**config.mk**
```make
export PLATFORM = sky130hd
export DESIGN_NAME = fifo_rd_ctrl
export DESIGN_NICKNAME = d
export VERILOG_FILES = /design/src/rtl/fifo_rd_ctrl.sv
export SDC_FILE = /design/constraint.sdc
export NUM_CORES = 1
export LEC_CHECK = 0
export CAP_MARGIN = 20
export CORE_MARGIN = 2
export CORE_UTILIZATION = 38
export DETAILED_ROUTE_END_ITERATION = 7
export HOLD_SLACK_MARGIN = 0.12
export SLEW_MARGIN = 20
export SYNTH_ARGS = -nofsm -noshare
export SYNTH_HDL_FRONTEND = slang
export SYNTH_SLANG_ARGS = --single-unit
```
**constraint.sdc**
```tcl
create_clock -name rclk -period 3.4 [get_ports rclk]
set_clock_uncertainty 0.1 [all_clocks]
set_input_delay 0.34 -clock rclk [delete_from_list [all_inputs] [get_ports rclk]]
set_output_delay 0.34 -clock rclk [all_outputs]
set_load 0.01 [all_outputs]
```
**src/rtl/fifo_rd_ctrl.sv**
```systemverilog
// Read-side controller for the dual-clock FIFO: synchronizes the write pointer,
// issues memory reads and hides the 1-cycle read latency behind a 2-entry stream buffer.
module fifo_rd_ctrl #(
  parameter int DATA_WIDTH = 8,
  parameter int PTR_WIDTH  = 3
) (
  input  logic                  rclk,
  input  logic                  rrst_n,
  input  logic [PTR_WIDTH:0]    wptr_gray_async,
  input  logic [DATA_WIDTH-1:0] r_data_mem,
  output logic                  r_en,
  output logic [PTR_WIDTH:0]    read_addr,
  output logic [PTR_WIDTH:0]    rptr_gray,
  output logic                  rempty,
  output logic [PTR_WIDTH:0]    rd_level,
  output logic                  m_valid,
  output logic [DATA_WIDTH-1:0] m_data,
  input  logic                  m_ready
);

  logic [PTR_WIDTH:0]    wq1, wq2;
  logic [PTR_WIDTH:0]    wbin_s;
  logic [PTR_WIDTH:0]    rbin, next_rbin;
  logic                  inflight;
  logic [1:0]            buf_cnt;
  logic [DATA_WIDTH-1:0] head_q, tail_q;
  logic                  pop;
  logic [2:0]            occ;

  always_comb begin
    wbin_s = '0;
    for (int unsigned i = 0; i <= PTR_WIDTH; i++) begin
      wbin_s[i] = ^(wq2 >> i);
    end
  end

  assign rempty    = (rbin == wbin_s);
  assign rd_level  = wbin_s - rbin;
  assign read_addr = {1'b0, rbin[PTR_WIDTH-1:0]};
  assign m_valid   = (buf_cnt != 2'd0);
  assign m_data    = head_q;
  assign pop       = m_valid & m_ready;

  // Occupancy counts words buffered plus the one in flight, net of this cycle's pop,
  // so a read is only issued when its data is guaranteed a buffer slot.
  assign occ       = {1'b0, buf_cnt} + {2'b00, inflight} - {2'b00, pop};
  assign r_en      = rrst_n & ~rempty & (occ < 3'd2);
  assign next_rbin = rbin + {{PTR_WIDTH{1'b0}}, r_en};

  always_ff @(posedge rclk) begin
    if (!rrst_n) begin
      wq1       <= '0;
      wq2       <= '0;
      rbin      <= '0;
      rptr_gray <= '0;
      inflight  <= 1'b0;
      buf_cnt   <= 2'd0;
      head_q    <= '0;
      tail_q    <= '0;
    end else begin
      wq1       <= wptr_gray_async;
      wq2       <= wq1;
      rbin      <= next_rbin;
      rptr_gray <= next_rbin ^ (next_rbin >> 1);
      inflight  <= r_en;
      case ({inflight, pop})
        2'b10: begin
          if (buf_cnt == 2'd0) head_q <= r_data_mem;
          else                 tail_q <= r_data_mem;
          buf_cnt <= buf_cnt + 2'd1;
        end
        2'b01: begin
          head_q  <= tail_q;
          buf_cnt <= buf_cnt - 2'd1;
        end
        2'b11: begin
          if (buf_cnt == 2'd1) begin
            head_q <= r_data_mem;
          end else begin
            head_q <= tail_q;
            tail_q <= r_data_mem;
          end
        end
        default: ;
      endcase
    end
  end

endmodule
```
## Word level (Yosys, flattened, before mapping)

Index checks and enable logic that the tools add are counted.
W data, S select, Z words.

| storage, ports and cells | value |
|---|---|
| RAM bits | 0 |
| register bits | 35 |
| latch bits | 0 |
| logic and storage cells | 46 |
| memories | 0 |
| memory bits (read-only) | 0 |
| output and inout bits | 23 |
| input port bits | 15 |

| operators by class | value |
|---|---|
| add/subtract/negate cells | 6 |
| order comparisons | 1 |
| eq/ne operators | 8 |
| muxes and demuxes | 7 |
| shift-type cells | 0 |
| reductions and logical operators | 11 |
| multipliers | 0 |
| divide/modulo/power cells | 0 |
| bitwise operators | 5 |

Operator list:

| operator | number |
|---|---|
| $mux W8 | 4 |
| $pmux W8 S3 | 1 |
| $pmux W8 S2 | 1 |
| $reduce_xor A4 Y1 | 4 |
| $ne A2 B2 Y1 const B | 3 |
| $reduce_bool A2 Y1 | 3 |
| $add A4 B1 Y4 | 1 |
| $eq A2 B1 Y1 const B | 2 |
| $eq A2 B2 Y1 const B | 2 |
| $eq A4 B4 Y1 | 1 |
| $pmux W2 S2 | 1 |
| $sub A4 B4 Y4 | 1 |
| $xor A4 B3 Y4 | 1 |
| $add A2 B1 Y3 | 1 |
| $and A1 B1 Y1 | 3 |
| $lt A3 B2 Y1 const B | 1 |
| $reduce_and A3 Y1 | 1 |
| $reduce_bool A3 Y1 | 1 |
| $sub A3 B1 Y3 | 1 |
| $add A2 B1 Y2 const B | 1 |
| $logic_not A2 Y1 | 1 |
| $reduce_and A2 Y1 | 1 |
| $sub A2 B1 Y2 const B | 1 |
| $not A1 Y1 | 1 |

## Depth between registers and ports, before layout

| logic depth | value |
|---|---|
| depth after elaboration | 7 |
| gate-level depth with buffers | 15 |
| depth with buffers taken out | 15 |

## Worst setup path after synthesis

Ideal clock, no wire load.

| path | value |
|---|---|
| path type | reg-to-reg |
| from | register buf_cnt[1] |
| to | register rptr_gray[2] |
| path slack | 321 ps |
| period minus slack after synthesis | 3079 ps |
| arrival time | 2864 ps |
| setup time | 115 ps |
| cell stages (with the launch flop) | 15 |
| path buffers | 0 |
| required time | 3185 ps |
| path through | dfxtp_1 inv_1 ha_1 nand2b_2 nor2_1 o21ai_0 fa_1 xnor2_1 nand3_1 nor2_1 ha_1 ha_1 xor2_1 nand3_1 and3b_1 |

| on the way | value |
|---|---|
| longest elaborated chain between the ends | 7 |
| elaborated cells on any way between the ends | 8 |
| classes of those cells | add/sub (3); order compare (1); bitwise (3); reduce/logical (1) |

RTL lines:

| element | line | text |
|---|---|---|
| start: declaration | 25 | `logic [1:0] buf_cnt;` |
| start signal: assignment | 70 | `buf_cnt <= buf_cnt + 2'd1;` |
| start signal: assignment | 74 | `buf_cnt <= buf_cnt - 2'd1;` |
| branches (longest 2 deep; another with $add A2 B1 Y3) | -- |  |
| $sub A3 B1 Y3 (*) | 46 | `assign occ = {1'b0, buf_cnt} + {2'b00, inflight} - {2'b00, pop};` |
| $lt A3 B2 Y1 (*) | 47 | `assign r_en = rrst_n & ~rempty & (occ < 3'd2);` |
| $and A1 B1 Y1 (*) | 47 |  |
| named net r_en | 11 | `output logic r_en,` |
| $add A4 B1 Y4 (*) | 48 | `assign next_rbin = rbin + {{PTR_WIDTH{1'b0}}, r_en};` |
| $xor A4 B3 Y4 (*) | 64 | `rptr_gray <= next_rbin ^ (next_rbin >> 1);` |
| end signal: assignment | 64 |  |
| end: declaration | 13 | `output logic [PTR_WIDTH:0] rptr_gray,` |

Mark *: on every way through the listed nets, which the timed path passes.
A chain may end at the register's enable or synchronous reset.

## Final worst setup path

| path | value |
|---|---|
| from | register buf_cnt[0] |
| to | register rptr_gray[1] |

| on the way | value |
|---|---|
| longest elaborated chain between the ends | 7 |
| elaborated cells on any way between the ends | 8 |
| classes of those cells | add/sub (3); order compare (1); bitwise (3); reduce/logical (1) |

RTL lines:

| element | line |
|---|---|
| branches (longest 2 deep; another with $add A2 B1 Y3) | -- |
| $sub A3 B1 Y3 (*) | 46 |
| $lt A3 B2 Y1 (*) | 47 |
| $and A1 B1 Y1 (*) | 47 |
| $add A4 B1 Y4 (*) | 48 |
| $xor A4 B3 Y4 (*) | 64 |

Mark *: on every way between the ends.

==> out/results.ini <==
[run_status]
status=complete, no violations

[clock_network]
cts_buffers=5
clkTransAtPathRegs_ps=70
cts_tree=yes
cts_setup_buffers=0
clk_path_buf_depth=2
ctsHoldBuffers=0
cts_sinks=34
cts_root_buffer=clkbuf_8
htree_levels=2
worst_skew_pair.late_latency_ps=280

[routing]
route.vias.total=1419
wirelength_mm=3.79
drt_pass1_iterations=4
ant_nets=0
post_drt_wl_per_cell_um=13.9
viasPerCell=5.20
drc_errors=0
drt_first_iter_violations=69

[critical_path]
crit_path_frequent_cell=ha_1
end_kind=flip-flop
rrSetupSlack_ps=220
cpPeakStageDelay_ps=420
critPathTopFamily=adder cells
r2r_cells=14
crit_end=rptr_gray[1]$_SDFF_PN0_
start_kind=flip-flop
critPathBufInv=1
path_max_fanout=5
required_ps=3480
path_cells=inv_1, ha_1, nand2b_2, nor2_2, o21ai_0, fa_1, xnor2_1, nand3_1, nor2_1, ha_1, ha_1, xor2_1, xor2_1, and2_1
worstSetupStartpoint=buf_cnt[0]$_SDFFE_PN0P_
worst-path-stages=14
rr_endpoint=rptr_gray[1]$_SDFF_PN0_
r2r-start=buf_cnt[0]$_SDFFE_PN0P_
critPathSlowestCell=dfxtp_1
crit_arrival_ps=3260
crit_type=reg -> reg

[synthesis]
synth_cells=185
synth_area_mm2=0.00172
yosys.area.top_type=dfxtp_1
synth_common_cells=dfxtp_1 (34), o21ai_0 (18), and2_1 (16)
synth_seq_cells=34
ys_types=29
synth_flop_cell=dfxtp_1
yosysWarnings=0
synth.avg_cell_area_um2=9.27
ys_async_sr_fraction=0
yosysSeqAreaShare=0.397
synth.top_cell.area_share=0.397
synth_edf_count=0
syn_nets=211
yosysMostFrequentCell=dfxtp_1
synthTopCellsByArea=dfxtp_1 (40%), a221oi_2 (7.0%), ha_1 (6.6%)

[placed_design]
place_ws_ps=223
dp_hpwl_mm=2.58
gp_congestion=0.706
io_buffers=36
place_inst=265

[timing]
setup_ws_ps=220
layout_worst_path_cycle_share=0.935
setup_viol=0
finalCriticalPeriod_ps=3180
finalMaxSlewViolations=0
rsz0062_at_grt=false
relSlewSlack=0.540
hold_viol_final=0
fmax_mhz=314
tns_ps=0
tightest_slew_ps=685

[floorplan]
ioPinCount=38
die_area_mm2=0.00507
core_area_mm2=0.00435
rows=24
initial_core_util=0.394
die_y_um=71.2
fp.dieW_um=71.2

[global_route]
grt_start_max_net_pins=42
grt_pass1_vias=1334
antenna_found_initial=0
overflow=0
grt_pass1_wl_mm=6.25
grtUsageTotal=0.157

[final_layout]
fin_nets=246
instances_no_fill=273
syn_to_final_growth_pct=29.2
num_antenna_cells=0
drive_above_1_share=0.109

[power_and_ir_drop]
p_per_area_mw_per_mm2=773
leakage_uw=0.000894
ir_drop_uv=325

[flow_run]
drv_cap=0

[hold_path]
min_path_type=reg -> reg

-- power breakdown --
part	total (µW)	switching, µW	internal, µW	leakage [µW]
Clock	348	144	204	0.0000575
Sequential	560	64.6	495	0.000279
Combinational	805	406	399	0.000558
Total	1710	615	1100	0.000894
-- cell usage in the layout (no fill, tap or decap), drive strengths merged, types with 9 or more instances in the layout --
cell           synthesis  layout
clkdlybuf4s50          0      35
xor2                   9       9
dfxtp                 34      34
nand2                 10      10
o21ai                 19      19
nand3                 12      12
inv                   10      10
and2                  16      16
ha                     9       9
a21oi                 12      12
-- worst register-to-register path, stage by stage, from the launching register on --
cell and delay [ps]:
dfxtp_1 420, inv_1 90, ha_1 270, nand2b_2 240
nor2_2 150, o21ai_0 130, fa_1 400, xnor2_1 150
nand3_1 110, nor2_1 150, ha_1 210, ha_1 210
xor2_1 230, xor2_1 90, and2_1 150
-- metal layers --
layer / part of all wire / vias to the layer above / wire length (µm) / GRT usage
li1: - / 710 / - / -
met5: 0 / - / 0 / 0
met2: 0.47 / 45 / 1790 / 0.252
met3: 0.058 / 5 / 221 / 0.0456
met4: 0.011 / 0 / 42 / 0.0503
met1: 0.46 / 659 / 1740 / 0.204
-- kinds of logic (layout without fill, tap and decap cells) --
group / Yosys count / in the layout / share of synthesized area
simple gates: 56 / 56 / 0.184
compound gates: 49 / 49 / 0.204
flops: 34 / 34 / 0.397
buf+inv: 20 / 56 / 0.0525
xor+xnor: 14 / 14 / 0.0715
fa+ha+maj: 11 / 11 / 0.0890
other cells: 1 / 1 / 0.00219
-- worst min path at each step --
| stage | from | end | slack (ps) | cells after the start |
|---|---|---|---|---|
| 3_5_place_dp | wq1[3]$_SDFF_PN0_ | wq2[3]$_SDFF_PN0_ | 320 | 1 |
| 3_3_place_gp | wq1[2]$_SDFF_PN0_ | wq2[2]$_SDFF_PN0_ | 310 | 1 |
| 4_1_cts | wq1[3]$_SDFF_PN0_ | wq2[3]$_SDFF_PN0_ | 340 | 1 |
| 2_1_floorplan | wq1[0]$_SDFF_PN0_ | wq2[0]$_SDFF_PN0_ | 310 | 1 |
| 5_1_grt | wq1[1]$_SDFF_PN0_ | wq2[1]$_SDFF_PN0_ | 350 | 1 |
| 6_report | wq1[3]$_SDFF_PN0_ | wq2[3]$_SDFF_PN0_ | 330 | 1 |
-- through the flow --
step | hold WS [ps] | total power [µW] | utilization | area, µm²
floorplan | 312 | 1050 | - | 1720
global placement | 315 | 1360 | 0.483 | 2100
detailed placement | 320 | 1380 | 0.483 | 2100
CTS | 337 | 1730 | 0.508 | 2210
global route | 349 | 1830 | 0.509 | 2220
finish | 334 | 1710 | 0.509 | 2220
-- area by class of cell --
class                           count  area (µm²)
Inverter                           10        37.5
Multi-Input combinational cell    131         947
Fill cell                         400        2140
Sequential cell                    34         682
Tap cell                           52        65.1
Clock buffer                        8         110
Timing Repair Buffer               38         374
-- state kept, by name, summed over array words and instances, names as in the netlist --
signal	flops
wq2	4
rptr_gray	4
buf_cnt	2
tail_q	8
wq1	4
m_data	8
inflight	1
rbin	3
-- timing repair --
item                                    in CTS  in global routing
endpoints found under the setup margin       1                  1
resized for setup                            2                  1
endpoints found under the hold margin        0                  0
(Power assumes the default switching activity.)
